[src/rtl/sr_drive_sequencer.sv]
// sr_drive_sequencer
//   Drives an external posedge set/reset flip-flop from level requests.
//   Each accepted request produces a single s or r pulse PULSE_W cycles
//   wide, followed by a GAP_W-cycle recovery gap. At the end of the gap the
//   flip-flop's q feedback is checked against the requested level. A shadow
//   copy of the committed level suppresses redundant pulses.
//
// Ports
//   clk           clock, all state changes on the rising edge
//   rst           synchronous active-high reset
//   req_valid     level request presented
//   req_level     requested level (1 = set, 0 = reset)
//   req_ready     request can be accepted this cycle
//   s, r          registered set/reset drives, never both high
//   q_fb          q returned from the driven flip-flop
//   shadow_q      last level committed by this block
//   shadow_known  shadow_q is valid
//   busy          a command is in progress
//   done          one-cycle completion strobe
//   mismatch      sticky q_fb disagreement flag, cleared only by rst

module sr_drive_sequencer #(
    parameter int unsigned PULSE_W = 1,
    parameter int unsigned GAP_W   = 1
) (
    input  logic clk,
    input  logic rst,
    input  logic req_valid,
    input  logic req_level,
    output logic req_ready,
    output logic s,
    output logic r,
    input  logic q_fb,
    output logic shadow_q,
    output logic shadow_known,
    output logic busy,
    output logic done,
    output logic mismatch
);

    localparam int unsigned CNT_W = 8;

    typedef enum logic [1:0] {
        ST_IDLE  = 2'd0,
        ST_PULSE = 2'd1,
        ST_GAP   = 2'd2
    } state_e;

    state_e             state_q, state_d;
    logic [CNT_W-1:0]   cnt_q, cnt_d;
    logic               target_q, target_d;
    logic               s_q, s_d;
    logic               r_q, r_d;
    logic               shadow_q_q, shadow_q_d;
    logic               shadow_known_q, shadow_known_d;
    logic               done_q, done_d;
    logic               mismatch_q, mismatch_d;

    // State register; reset overrides any request presented at the same edge
    always_ff @(posedge clk) begin
        if (rst) begin
            state_q        <= ST_IDLE;
            cnt_q          <= '0;
            target_q       <= 1'b0;
            s_q            <= 1'b0;
            r_q            <= 1'b0;
            shadow_q_q     <= 1'b0;
            shadow_known_q <= 1'b0;
            done_q         <= 1'b0;
            mismatch_q     <= 1'b0;
        end else begin
            state_q        <= state_d;
            cnt_q          <= cnt_d;
            target_q       <= target_d;
            s_q            <= s_d;
            r_q            <= r_d;
            shadow_q_q     <= shadow_q_d;
            shadow_known_q <= shadow_known_d;
            done_q         <= done_d;
            mismatch_q     <= mismatch_d;
        end
    end

    // Next-state and registered-output logic
    always_comb begin
        state_d        = state_q;
        cnt_d          = cnt_q;
        target_d       = target_q;
        s_d            = 1'b0;
        r_d            = 1'b0;
        shadow_q_d     = shadow_q_q;
        shadow_known_d = shadow_known_q;
        done_d         = 1'b0;
        mismatch_d     = mismatch_q;

        unique case (state_q)
            ST_IDLE: begin
                if (req_valid) begin
                    if (shadow_known_q && (req_level == shadow_q_q)) begin
                        // Flip-flop already holds this level: complete without a pulse
                        done_d = 1'b1;
                    end else begin
                        state_d  = ST_PULSE;
                        target_d = req_level;
                        cnt_d    = CNT_W'(PULSE_W - 1);
                        s_d      = req_level;
                        r_d      = ~req_level;
                    end
                end
            end

            ST_PULSE: begin
                if (cnt_q == '0) begin
                    // Last drive cycle: release both lines and start the gap
                    state_d = ST_GAP;
                    cnt_d   = CNT_W'(GAP_W - 1);
                end else begin
                    cnt_d = cnt_q - CNT_W'(1);
                    s_d   = target_q;
                    r_d   = ~target_q;
                end
            end

            ST_GAP: begin
                if (cnt_q == '0) begin
                    // End of recovery gap: verify feedback and commit the shadow
                    state_d        = ST_IDLE;
                    mismatch_d     = mismatch_q | (q_fb != target_q);
                    shadow_q_d     = target_q;
                    shadow_known_d = 1'b1;
                    done_d         = 1'b1;
                end else begin
                    cnt_d = cnt_q - CNT_W'(1);
                end
            end

            default: begin
                state_d = ST_IDLE;
            end
        endcase
    end

    assign req_ready    = (state_q == ST_IDLE) && !rst;
    assign busy         = (state_q != ST_IDLE);
    assign s            = s_q;
    assign r            = r_q;
    assign shadow_q     = shadow_q_q;
    assign shadow_known = shadow_known_q;
    assign done         = done_q;
    assign mismatch     = mismatch_q;

endmodule

[config.mk]
export PLATFORM = sky130hd
export DESIGN_NAME = sr_drive_sequencer
export DESIGN_NICKNAME = d
export VERILOG_FILES = /design/src/rtl/sr_drive_sequencer.sv
export SDC_FILE = /design/constraint.sdc
export NUM_CORES = 1
export LEC_CHECK = 0
export ABC_AREA = 1
export BUFFER_PORTS_ARGS = -buffer_cell sky130_fd_sc_hd__buf_4
export CELL_PAD_IN_SITES_DETAIL_PLACEMENT = 0
export CELL_PAD_IN_SITES_GLOBAL_PLACEMENT = 1
export CORE_ASPECT_RATIO = 1.2
export CORE_MARGIN = 4
export CORE_UTILIZATION = 39
export CTS_CLUSTER_SIZE = 10
export DETAILED_ROUTE_END_ITERATION = 8
export PLACE_DENSITY = 0.84
export SLEW_MARGIN = 20
export SYNTH_ARGS = -nofsm -noshare
export SYNTH_HDL_FRONTEND = slang
export SYNTH_SLANG_ARGS = --single-unit
[constraint.sdc]
create_clock -name clk -period 1.9 [get_ports clk]
set_clock_uncertainty 0.1 [all_clocks]
set_input_delay 0.19 -clock clk [delete_from_list [all_inputs] [get_ports clk]]
set_output_delay 0.19 -clock clk [all_outputs]
set_load 0.02 [all_outputs]
==> impl_metrics.env <==
export IMPL_outcome="completed"
export IMPL_drc_errors=0
export IMPL_antenna_found_initial=0
export IMPL_critical_path_startpoint_type="register"
export IMPL_die_width_um=54.3
export IMPL_clock_latency_ns=0.29
export IMPL_final_cells=192
export IMPL_worstSetupStartpoint="state_q[0]$_SDFFE_PP0P_"
export IMPL_ios=13
export IMPL_rsz0062_at_grt="false"
export IMPL_crit_end="cnt_q[2]$_SDFFE_PP0P_"
export IMPL_synth_commonest_cells="inv_1, nand2_1, dfxtp_1"
export IMPL_p_int_w=0.000990
export IMPL_gp_congestion=0.802
export IMPL_totalWireLength_um=2230
export IMPL_wl_per_cell_um=11.6
export IMPL_path_buf_inv=2
export IMPL_cp_max_fo=8
export IMPL_drtAntennaViolNets=0
export IMPL_numCtsBuffers=3
export IMPL_initial_core_util_pct=42.2
export IMPL_cp_slowest_stage_delay_ns=0.41
export IMPL_seq_power_share_pct=26.5
export IMPL_synth_net_count=156
export IMPL_synth_area_leaders="dfxtp_1, inv_1, nand2_1, ha_1, nand3_1"
export IMPL_finalCritPeriodShare_pct=90.0
export IMPL_clockBufferDepth=2
export IMPL_path_clk_slew_ns=0.11
export IMPL_p_leak_nw=0.570
export IMPL_p_sw_w=0.00100
export IMPL_worstMarginPinSlew_ns=0.318
export IMPL_ys_seq_elements=17
export IMPL_yosysWarnings=0
export IMPL_pwr_share_clk_pct=9.9
export IMPL_cpLargestDelayFamily="flip-flops"
export IMPL_grt_pass1_vias=925
export IMPL_synthCells=145
export IMPL_crit_arrival_ns=1.83
export IMPL_fmax_mhz=585
export IMPL_overflow=0
export IMPL_timing_rr_start="state_q[0]$_SDFFE_PP0P_"
export IMPL_die_height_um=63.5
export IMPL_power_density_nw_per_um2=1720
export IMPL_fin_nets=173
export IMPL_final_max_slew_viol_count=0
export IMPL_tritoncts="built"
export IMPL_path_depth=8
export IMPL_fin_crit_ns=1.71
export IMPL_layout_area_overhead_vs_synth_pct=15.5
export IMPL_hold_violations=0
export IMPL_drtPass1Iterations=6
export IMPL_synth_flop_cell="dfxtp_1"
export IMPL_grt_pass1_wl_um=3930
export IMPL_finalSetupViolCount=0
export IMPL_port_buffer_count=12
export IMPL_syn_area_um2=1000
export IMPL_syn_area_per_cell_um2=6.91
export IMPL_grt_max_degree=11
export IMPL_diodes=0
export IMPL_ir_worst_vdd_mv=0.956
export IMPL_dieArea_um2=3450
export IMPL_synth_top_cell_area_share_pct=34.0
export IMPL_synth_most_common_cell="inv_1"
export IMPL_worstPathRequired_ns=2.02
export IMPL_hold_depth=2
export IMPL_reg2reg_depth=8
export IMPL_yosysTopAreaCell="dfxtp_1"
export IMPL_synth_distinct_cells=22
export IMPL_fin_setup_tns_ns=0
export IMPL_ys_seq_area_share_pct=34.0
export IMPL_root_buffer="clkbuf_4"
export IMPL_hp_class="primary input to register"
export IMPL_grtUsageTotal_pct=15.2
export IMPL_relSlewSlack_pct=78.6
export IMPL_slowest_stage="dfxtp_1"
export IMPL_synthArstFlopShare_pct=0
export IMPL_drv_cap=0
export IMPL_cts_setup_buffers=0
export IMPL_layout_drive_gt1_share_pct=16.8
export IMPL_path_cells="inv_1 > ha_1 > inv_1 > nor2_1 > o21bai_1 > nor2_4 > nand3_1 > a21oi_1"
export IMPL_vias=929
export IMPL_core_um2=2380
export IMPL_synth_edf_count=0
export IMPL_crit_top_cell="inv_1"
export IMPL_p_comb_share_pct=63.6
export IMPL_vias_per_cell=4.84
export IMPL_hold_buffers=0
export IMPL_finish_utilization_pct=48.7
export IMPL_rows=19
export IMPL_path_class="register to register"
export IMPL_endpoint_kind="register"
export IMPL_dp_cells=188
export IMPL_clock_sinks=17
export IMPL_place_hpwl_um=1760
export IMPL_ff2ff_setup_slack_ns=0.19
export IMPL_drt_initial_drc_count=11
export IMPL_htree_levels=1
export IMPL_rr_endpoint="cnt_q[2]$_SDFFE_PP0P_"
export IMPL_swShare_pct=50.3
[sequential cells by signal (all words and copies together) (netlist names)]
name	count
cnt_q	8
s	1
target_q	1
state_q	2
r	1
done	1
shadow_known	1
shadow_q	1
mismatch	1
[through the flow]
step / instance area (um2) / hold WS, ns / total power [W] / setup slack [ns]
floorplan: 1000 / 0.239 / 0.00150 / 0.257
global placement: 1130 / 0.348 / 0.00177 / 0.250
detailed placement: 1130 / 0.355 / 0.00181 / 0.176
CTS: 1160 / 0.0468 / 0.00201 / 0.168
global route: 1160 / 0.0344 / 0.00222 / 0.00995
finish: 1160 / 0.0490 / 0.00199 / 0.190
[cells in the final DEF, fill, tap and decap left out, types with 2 or more instances in the layout]
master | Yosys | routed
inv_1 | 27 | 27
nand2_1 | 26 | 26
dfxtp_1 | 17 | 17
nand3_1 | 15 | 15
nor2_1 | 14 | 14
buf_4 | 1 | 13
a21oi_1 | 12 | 12
o21ai_0 | 8 | 8
ha_1 | 6 | 6
nand2_2 | 3 | 3
clkbuf_4 | 0 | 3
nor2_4 | 2 | 2
nand2_4 | 2 | 2
xor2_1 | 2 | 2
nand4_1 | 2 | 2
[per-layer routing]
metal / part of all wire, % / up-vias / global-route usage, %
li1: - / 490 / -
met1: 44 / 423 / 17.4
met2: 53 / 14 / 25.7
met3: 2.4 / 2 / 3.30
met4: 0.81 / 0 / 6.85
met5: 0 / - / 0
[cell type report]
type | count | area, um2
Sequential cell | 17 | 340
Clock buffer | 4 | 26.3
Multi-Input combinational cell | 100 | 553
Fill cell | 248 | 1220
Tap cell | 31 | 38.8
Timing Repair Buffer | 13 | 97.6
Inverter | 27 | 101
[worst min-delay path by stage]
stage                           from                        end  slack, ns
6_report                         rst  shadow_known$_SDFFE_PP0P_       0.05
5_1_grt                          rst      cnt_q[7]$_SDFFE_PP0P_       0.03
4_1_cts                          rst               r$_SDFF_PP0_       0.05
3_5_place_dp   mismatch$_SDFFE_PP0P_      mismatch$_SDFFE_PP0P_       0.36
3_3_place_gp   mismatch$_SDFFE_PP0P_      mismatch$_SDFFE_PP0P_       0.35
2_1_floorplan              req_valid            done$_SDFF_PP0_       0.24
[what timing repair did]
| item | in CTS | in global routing |
|---|---|---|
| resized for setup | 0 | 0 |
| hold endpoints to repair | 0 | 0 |
| setup endpoints to repair | 0 | 1 |
[power by group through the flow]
stage / clock, W / sequential (W) / combinational [W]
2_1_floorplan: 0 / 0.000559 / 0.000943
4_1_cts: 0.000204 / 0.000528 / 0.00128
6_report: 0.000197 / 0.000527 / 0.00127
5_1_grt: 0.000228 / 0.000542 / 0.00145
3_3_place_gp: 0 / 0.000530 / 0.00124
3_5_place_dp: 0 / 0.000537 / 0.00127
[cell families after synthesis]
logic type,count (synthesis),share of synthesized area (%)
AND/OR/NAND/NOR,69,33.5
AO/OA/AOI/OAI,22,11.6
flip-flops,17,34.0
XOR/XNOR,3,2.62
adder cells (fa/ha/maj),6,7.49
buffers and inverters,28,10.9
No activity file was read; power rests on OpenSTA's default activity.
